$ cat src/rtl/vector_ls_seq_pkg.sv
`default_nettype none
// +---------------------------------------------------------------------------+
// | vector_ls_seq_pkg : shared types and helpers for the vector LS sequencer   |
// | Revision: 1.0                                                             |
// +---------------------------------------------------------------------------+
package vector_ls_seq_pkg;

  localparam int VLS_MAX_ADDR_W  = 64;
  localparam int VLS_MAX_SLICE_W = 16;

  typedef enum logic [2:0] {
    S_IDLE   = 3'd0,
    S_LD_REQ = 3'd1,
    S_LD_WR  = 3'd2,
    S_ST_CAP = 3'd3,
    S_ST_REQ = 3'd4
  } vls_state_e;

  // Widest supported command; the sequencer zero-extends its ports into it.
  typedef struct packed {
    logic                       store;
    logic [VLS_MAX_SLICE_W-1:0] slice;
    logic [VLS_MAX_ADDR_W-1:0]  addr;
    logic [VLS_MAX_ADDR_W-1:0]  stride;
  } Vls_cmd;

  function automatic int vls_num_words(input int num_elems, input int elem_size,
                                       input int scalar_size);
    return (num_elems * elem_size) / scalar_size;
  endfunction

endpackage
`default_nettype wire

$ cat src/rtl/vls_addr_gen.sv
`default_nettype none
// +---------------------------------------------------------------------------+
// | vls_addr_gen : latches base/stride on accept, forms base + word*stride     |
// | Revision: 1.0                                                             |
// +---------------------------------------------------------------------------+
module vls_addr_gen
  import vector_ls_seq_pkg::*;
#(
  parameter int ADDR_WIDTH = 32,
  parameter int WORD_W     = 2
) (
  input  logic                  clk,
  input  logic                  reset,
  input  logic                  load,
  input  logic [ADDR_WIDTH-1:0] base_in,
  input  logic [ADDR_WIDTH-1:0] stride_in,
  input  logic [WORD_W-1:0]     word,
  output logic [ADDR_WIDTH-1:0] addr
);

  logic [ADDR_WIDTH-1:0] base_q, base_d;
  logic [ADDR_WIDTH-1:0] stride_q, stride_d;

  always_comb begin
    base_d   = base_q;
    stride_d = stride_q;
    if (load) begin
      base_d   = base_in;
      stride_d = stride_in;
    end
  end

  always_ff @(posedge clk) begin
    if (!reset) begin
      base_q   <= '0;
      stride_q <= '0;
    end else begin
      base_q   <= base_d;
      stride_q <= stride_d;
    end
  end

  // Truncation to ADDR_WIDTH gives the silent wrap-around.
  assign addr = base_q + ADDR_WIDTH'(word) * stride_q;

endmodule
`default_nettype wire

$ cat src/rtl/vector_ls_seq.sv
`default_nettype none
// +---------------------------------------------------------------------------+
// | vector_ls_seq : memory-side load/store sequencer for vector slices         |
// | Option: VECTOR_LS_SEQ_STRIDE_EN adds a per-command byte stride port.       |
// | Revision: 1.0                                                             |
// +---------------------------------------------------------------------------+
module vector_ls_seq
  import vector_ls_seq_pkg::*;
#(
  parameter int NUM_SLICES  = 4,
  parameter int NUM_ELEMS   = 8,
  parameter int ELEM_SIZE   = 16,
  parameter int SCALAR_SIZE = 32,
  parameter int ADDR_WIDTH  = 32,
  localparam int NUM_WORDS  = vls_num_words(NUM_ELEMS, ELEM_SIZE, SCALAR_SIZE),
  localparam int SLICE_W    = (NUM_SLICES > 1) ? $clog2(NUM_SLICES) : 1,
  localparam int WORD_W     = (NUM_WORDS > 1) ? $clog2(NUM_WORDS) : 1
) (
  input  logic                   clk,
  input  logic                   reset,
  input  logic                   cmd_valid,
  output logic                   cmd_ready,
  input  logic                   cmd_store,
  input  logic [SLICE_W-1:0]     cmd_slice,
  input  logic [ADDR_WIDTH-1:0]  cmd_addr,
`ifdef VECTOR_LS_SEQ_STRIDE_EN
  input  logic [ADDR_WIDTH-1:0]  cmd_stride,
`endif
  output logic                   done,
  output logic [NUM_SLICES-1:0]  load_en,
  output logic [WORD_W-1:0]      sel_word,
  output logic [SCALAR_SIZE-1:0] load_data,
  output logic                   store_en,
  output logic [NUM_SLICES-1:0]  serial_output,
  output logic [WORD_W-1:0]      sel_store_word,
  input  logic [SCALAR_SIZE-1:0] store_serial_in,
  output logic                   mem_req,
  output logic                   mem_we,
  output logic [ADDR_WIDTH-1:0]  mem_addr,
  output logic [SCALAR_SIZE-1:0] mem_wdata,
  input  logic                   mem_ack,
  input  logic [SCALAR_SIZE-1:0] mem_rdata
);

  localparam logic [WORD_W-1:0] W_LAST = WORD_W'(NUM_WORDS - 1);

  vls_state_e               state_q, state_d;
  logic [WORD_W-1:0]        w_q, w_d;
  logic [SLICE_W-1:0]       slice_q, slice_d;
  logic                     done_q, done_d;
  logic [SCALAR_SIZE-1:0]   load_data_q, load_data_d;

  Vls_cmd                   cmd_in;
  logic                     unused_cmd_bits;
  logic                     slice_ok;
  logic                     accept;
  logic                     ld_wr;
  logic                     st_req;
  logic [ADDR_WIDTH-1:0]    gen_addr;

  always_comb begin
    cmd_in.store  = cmd_store;
    cmd_in.slice  = VLS_MAX_SLICE_W'(cmd_slice);
    cmd_in.addr   = VLS_MAX_ADDR_W'(cmd_addr);
`ifdef VECTOR_LS_SEQ_STRIDE_EN
    cmd_in.stride = VLS_MAX_ADDR_W'(cmd_stride);
`else
    cmd_in.stride = VLS_MAX_ADDR_W'(SCALAR_SIZE / 8);
`endif
  end

  assign unused_cmd_bits = ^cmd_in;
  assign slice_ok        = (cmd_in.slice < VLS_MAX_SLICE_W'(NUM_SLICES));
  assign accept          = cmd_valid && (state_q == S_IDLE) && slice_ok;

  always_comb begin
    state_d     = state_q;
    w_d         = w_q;
    slice_d     = slice_q;
    done_d      = 1'b0;
    load_data_d = load_data_q;
    cmd_ready   = 1'b0;
    mem_req     = 1'b0;
    mem_we      = 1'b0;
    store_en    = 1'b0;
    ld_wr       = 1'b0;
    st_req      = 1'b0;
    case (state_q)
      S_IDLE: begin
        cmd_ready = 1'b1;
        if (cmd_valid) begin
          if (slice_ok) begin
            slice_d = cmd_in.slice[SLICE_W-1:0];
            w_d     = '0;
            state_d = cmd_in.store ? S_ST_CAP : S_LD_REQ;
          end else begin
            // Out-of-range slice: swallow the command and just report completion.
            done_d = 1'b1;
          end
        end
      end
      S_LD_REQ: begin
        mem_req = 1'b1;
        if (mem_ack) begin
          load_data_d = mem_rdata;
          state_d     = S_LD_WR;
        end
      end
      S_LD_WR: begin
        ld_wr = 1'b1;
        if (w_q == W_LAST) begin
          state_d = S_IDLE;
          done_d  = 1'b1;
        end else begin
          w_d     = w_q + 1'b1;
          state_d = S_LD_REQ;
        end
      end
      S_ST_CAP: begin
        store_en = 1'b1;
        state_d  = S_ST_REQ;
      end
      S_ST_REQ: begin
        st_req  = 1'b1;
        mem_req = 1'b1;
        mem_we  = 1'b1;
        if (mem_ack) begin
          if (w_q == W_LAST) begin
            state_d = S_IDLE;
            done_d  = 1'b1;
          end else begin
            w_d = w_q + 1'b1;
          end
        end
      end
      default: state_d = S_IDLE;
    endcase
  end

  always_ff @(posedge clk) begin
    if (!reset) begin
      state_q     <= S_IDLE;
      w_q         <= '0;
      slice_q     <= '0;
      done_q      <= 1'b0;
      load_data_q <= '0;
    end else begin
      state_q     <= state_d;
      w_q         <= w_d;
      slice_q     <= slice_d;
      done_q      <= done_d;
      load_data_q <= load_data_d;
    end
  end

  vls_addr_gen #(
    .ADDR_WIDTH (ADDR_WIDTH),
    .WORD_W     (WORD_W)
  ) u_addr_gen (
    .clk       (clk),
    .reset     (reset),
    .load      (accept),
    .base_in   (cmd_in.addr[ADDR_WIDTH-1:0]),
    .stride_in (cmd_in.stride[ADDR_WIDTH-1:0]),
    .word      (w_q),
    .addr      (gen_addr)
  );

  for (genvar s = 0; s < NUM_SLICES; s++) begin : g_slice_sel
    assign load_en[s]       = ld_wr && (slice_q == SLICE_W'(s));
    assign serial_output[s] = st_req && (slice_q == SLICE_W'(s));
  end

  assign done           = done_q;
  assign load_data      = load_data_q;
  assign sel_word       = w_q;
  assign sel_store_word = w_q;
  assign mem_addr       = mem_req ? gen_addr : '0;
  assign mem_wdata      = st_req ? store_serial_in : '0;

endmodule
`default_nettype wire

$ cat config.mk
export PLATFORM = sky130hd
export DESIGN_NAME = vector_ls_seq
export DESIGN_NICKNAME = d
export VERILOG_FILES = /design/src/rtl/vector_ls_seq_pkg.sv /design/src/rtl/vls_addr_gen.sv /design/src/rtl/vector_ls_seq.sv
export SDC_FILE = /design/constraint.sdc
export NUM_CORES = 1
export LEC_CHECK = 0
export BUFFER_PORTS_ARGS = -buffer_cell sky130_fd_sc_hd__buf_2
export CAP_MARGIN = 0
export CORE_ASPECT_RATIO = 0.75
export CORE_MARGIN = 4
export CORE_UTILIZATION = 40
export DETAILED_ROUTE_END_ITERATION = 12
export GPL_TIMING_DRIVEN = 0
export PLACE_DENSITY = 0.73
export SLEW_MARGIN = 25
export SYNTH_ARGS = -nofsm -noshare
export SYNTH_HDL_FRONTEND = slang
export SYNTH_SLANG_ARGS = --single-unit
$ cat constraint.sdc
create_clock -name clk -period 2.4 [get_ports clk]
set_input_delay 0.48 -clock clk [delete_from_list [all_inputs] [get_ports clk]]
set_output_delay 0.48 -clock clk [all_outputs]
set_load 0.02 [all_outputs]
==> summary.md <==
| Metric | Value |
|---|---|
| Status | finished, violations left |
| Failing checks | setup timing |
| Peak fanout along the critical path | 4 |
| Final hold viol count | 0 |
| Cell Area, Synth | 0.003887 mm^2 |
| Final non-filler cell total | 879 |
| Die X | 121.8 um |
| Max Slew Vio Count | 0 |
| Synth warn | 0 |
| Share of cells above drive strength 1 | 41.54% |
| RD Place Congestion | 0.8727 |
| Final Net Count | 853 |
| Via density per instance | 4.853 |
| Placed insts | 851 |
| Iteration-0 DRC Markers | 179 |
| Via count of the routed design | 4266 |
| Diode count | 0 |
| CP Capture Type | primary output |
| Drt drc | 0 |
| Max Cap Violations | 0 |
| Commonest non-fill, non-tap cell in the layout | buf_2 |
| First-pass GRT wire length | 19.20 mm |
| Post-route ant nets | 0 |
| Final period util | 109.6% |
| Worst hold-check path type | input port to register |
| Syn Area/Cell | 7.637 um^2 |
| Fin crit period | 2.630 ns |
| Port Buf Inserts | 214 |
| Final setup margin | -0.2304 ns |
| Largest net degree at the start of global routing | 15 |
| Worst-path clk slew | 0.07 ns |
| Final Power | 3.866 mW |
| Cell Pwr Density | 657.9 mW/mm^2 |
| Unique masters post-synth | 40 |
| Worst Tran Pin Value | 0.5656 ns |
| # H-tree levels | 3 |
| Initial Util | 41.93% |
| Crit-path cells | and2_4, ha_4, a21oi_4, nor4b_4, nor3b_2, xnor2_1, nor2_1, buf_4 |
| Vias in the first global route | 4059 |
| GRT Total Usage | 21.20% |
| Leakage | 2.805 nW |
| Final setup vio count | 25 |
| Final Skew | 0.009867 ns |
| Num ports | 216 |
| Die area | 0.01138 mm^2 |
| Area grow syn2layout | 51.14% |
| Total gr overflow | 0 |
| RSZ-0062 raised after global routing | yes |
| Hpwl dp | 9.831 mm |
| Die H | 93.38 um |
| Arr. time, crit path | 2.15 ns |
| Highest Clock Rate | 380.2 MHz |
| Net count after synthesis | 616 |
| Slowest-stage cell, CP | nor4b_4 |
| Drt wl/cell | 14.50 um |
| Clock buffer depth | 2 |
| CORE AREA | 0.009271 mm^2 |
| EDFF count, synth | 0 |
| Worst EP required | 1.92 ns |
| Cells after Synth | 509 |
| Hold Buf Count CTS | 0 |
| #FFs+latches synth | 73 |
| Highest-count cells in the layout ignoring fill and taps | buf_2 (191), nand2_1 (145), a21boi_0 (68) |
| Sequential share of the synthesized area | 37.59% |
| Initial antenna violation count | 1 |
| Slew margin rel. | 62.29% |
| Drt first pass iters | 4 |
| Maximum vdd ir drop | 0.4551 mV |
| Dominant synthesized flop cell | dfxtp_1 |
| Critical path class | register to primary output |
| CTS tree | done |
| Clk sink count | 73 |
| Cell row count | 30 |
| Post-place setup slack | -0.3188 ns |
| Slowest cell delay on critical path | 0.36 ns |
| CTS buffer count | 9 |
| Clock Root Buffer | clkbuf_16 |
| Clk Latency, worst-skew pair | 0.34 ns |
| Startpoint Class | register |
| Routed WL | 12.75 mm |
| Fill cells | 845 |
| Asr flop ratio synth | 0% |
[worst paths after layout]
kind / start / end / slack (ns) / cells past startpoint
worst max-delay path: sel_store_word[1] / mem_addr[17] / -0.23 / 8
worst min-delay path: mem_rdata[12] / load_data[12] / 0.38 / 3
worst max register to register: state_q[2] / u_addr_gen.base_q[21] / 0.49 / 6
worst min register to register: u_addr_gen.base_q[1] / u_addr_gen.base_q[1] / 0.46 / 2
[layout make-up]
class	count	area [um^2]	share of cell area [%]
inverters	5	18.77	0.3194
well taps	128	160.2	2.726
clock buffers	10	239.0	4.067
plain buffers	38	187.7	3.194
repair buffers	228	1256	21.38
flip-flops and latches	73	1499	25.51
clock inverters	6	73.82	1.256
multi-input cells	391	2441	41.55
[sequential cells by signal (all words and copies together), names as in the netlist]
signal / count
load_data: 32
u_addr_gen.stride_q: 1
slice_q: 2
u_addr_gen.base_q: 32
sel_store_word: 2
done: 1
state_q: 3
[metal layers]
| layer | GRT usage, % | up-vias | wire, um |
|---|---|---|---|
| li1 | - | 2165 | - |
| met1 | 26.17 | 1940 | 5485 |
| met2 | 36.08 | 145 | 6157 |
| met3 | 6.590 | 14 | 970 |
| met4 | 5.224 | 2 | 128 |
| met5 | 0 | - | 7 |
[power breakdown]
| part | internal, mW | total, mW | switching (mW) |
|---|---|---|---|
| combinational | 0.378 | 1.01 | 0.631 |
| clock | 0.848 | 1.40 | 0.553 |
| sequential | 1.34 | 1.46 | 0.119 |
[synthesized netlist by cell type, types with 5 or more instances]
library cell,count,area [um^2]
inv_1,5,18.77
nand3_1,11,55.05
nand2b_1,5,31.28
nor2_1,35,131.4
nand4_1,8,50.05
xnor2_1,6,52.55
nand2_1,147,551.8
nor3_1,6,30.03
clkbuf_1,32,120.1
and3_1,36,225.2
and2_1,9,56.30
a21boi_0,68,510.5
xor2_1,19,166.4
dfxtp_1,73,1461
a21oi_1,5,25.02
[timing repair]
action,4_1_cts,5_1_grt
setup buffers,7,7
setup endpoints to repair,29,61
pin swaps,19,24
gates resized for setup,57,48
gates cloned,0,0
[stage by stage]
stage / setup TNS, ns / hold slack, ns / instance area, um^2 / util, %
floorplan: -0.01116 / 0.4388 / 3929 / -
global placement: -1.918 / 0.4470 / 5160 / 55.65
detailed placement: -2.528 / 0.4540 / 5160 / 55.65
CTS: -5.294 / 0.3698 / 5727 / 61.77
global route: -5.706 / 0.3822 / 5876 / 63.37
finish: -3.170 / 0.3837 / 5876 / 63.37
[kinds of logic (layout without fill, tap and decap cells)]
| logic type | Yosys count | after routing | share of synthesized area [%] |
|---|---|---|---|
| and+or+nand+nor | 274 | 274 | 33.47 |
| AOI/OAI and AO/OA | 87 | 87 | 16.45 |
| DFF | 73 | 73 | 37.59 |
| buffers and inverters | 45 | 287 | 5.117 |
| xor gates and xnor gates | 25 | 25 | 5.632 |
| adders and majority gates | 4 | 4 | 1.481 |
| muxes | 1 | 1 | 0.2575 |
[critical path: cells and delay by family (launching register included)]
family	cells	cell delay, ns
simple gates	4	0.88
flops	1	0.35
buf+inv	1	0.16
compound gates	1	0.07
xor+xnor	1	0.09
fa+ha+maj	1	0.27
Note: power is estimated with default switching activity, not from simulation.
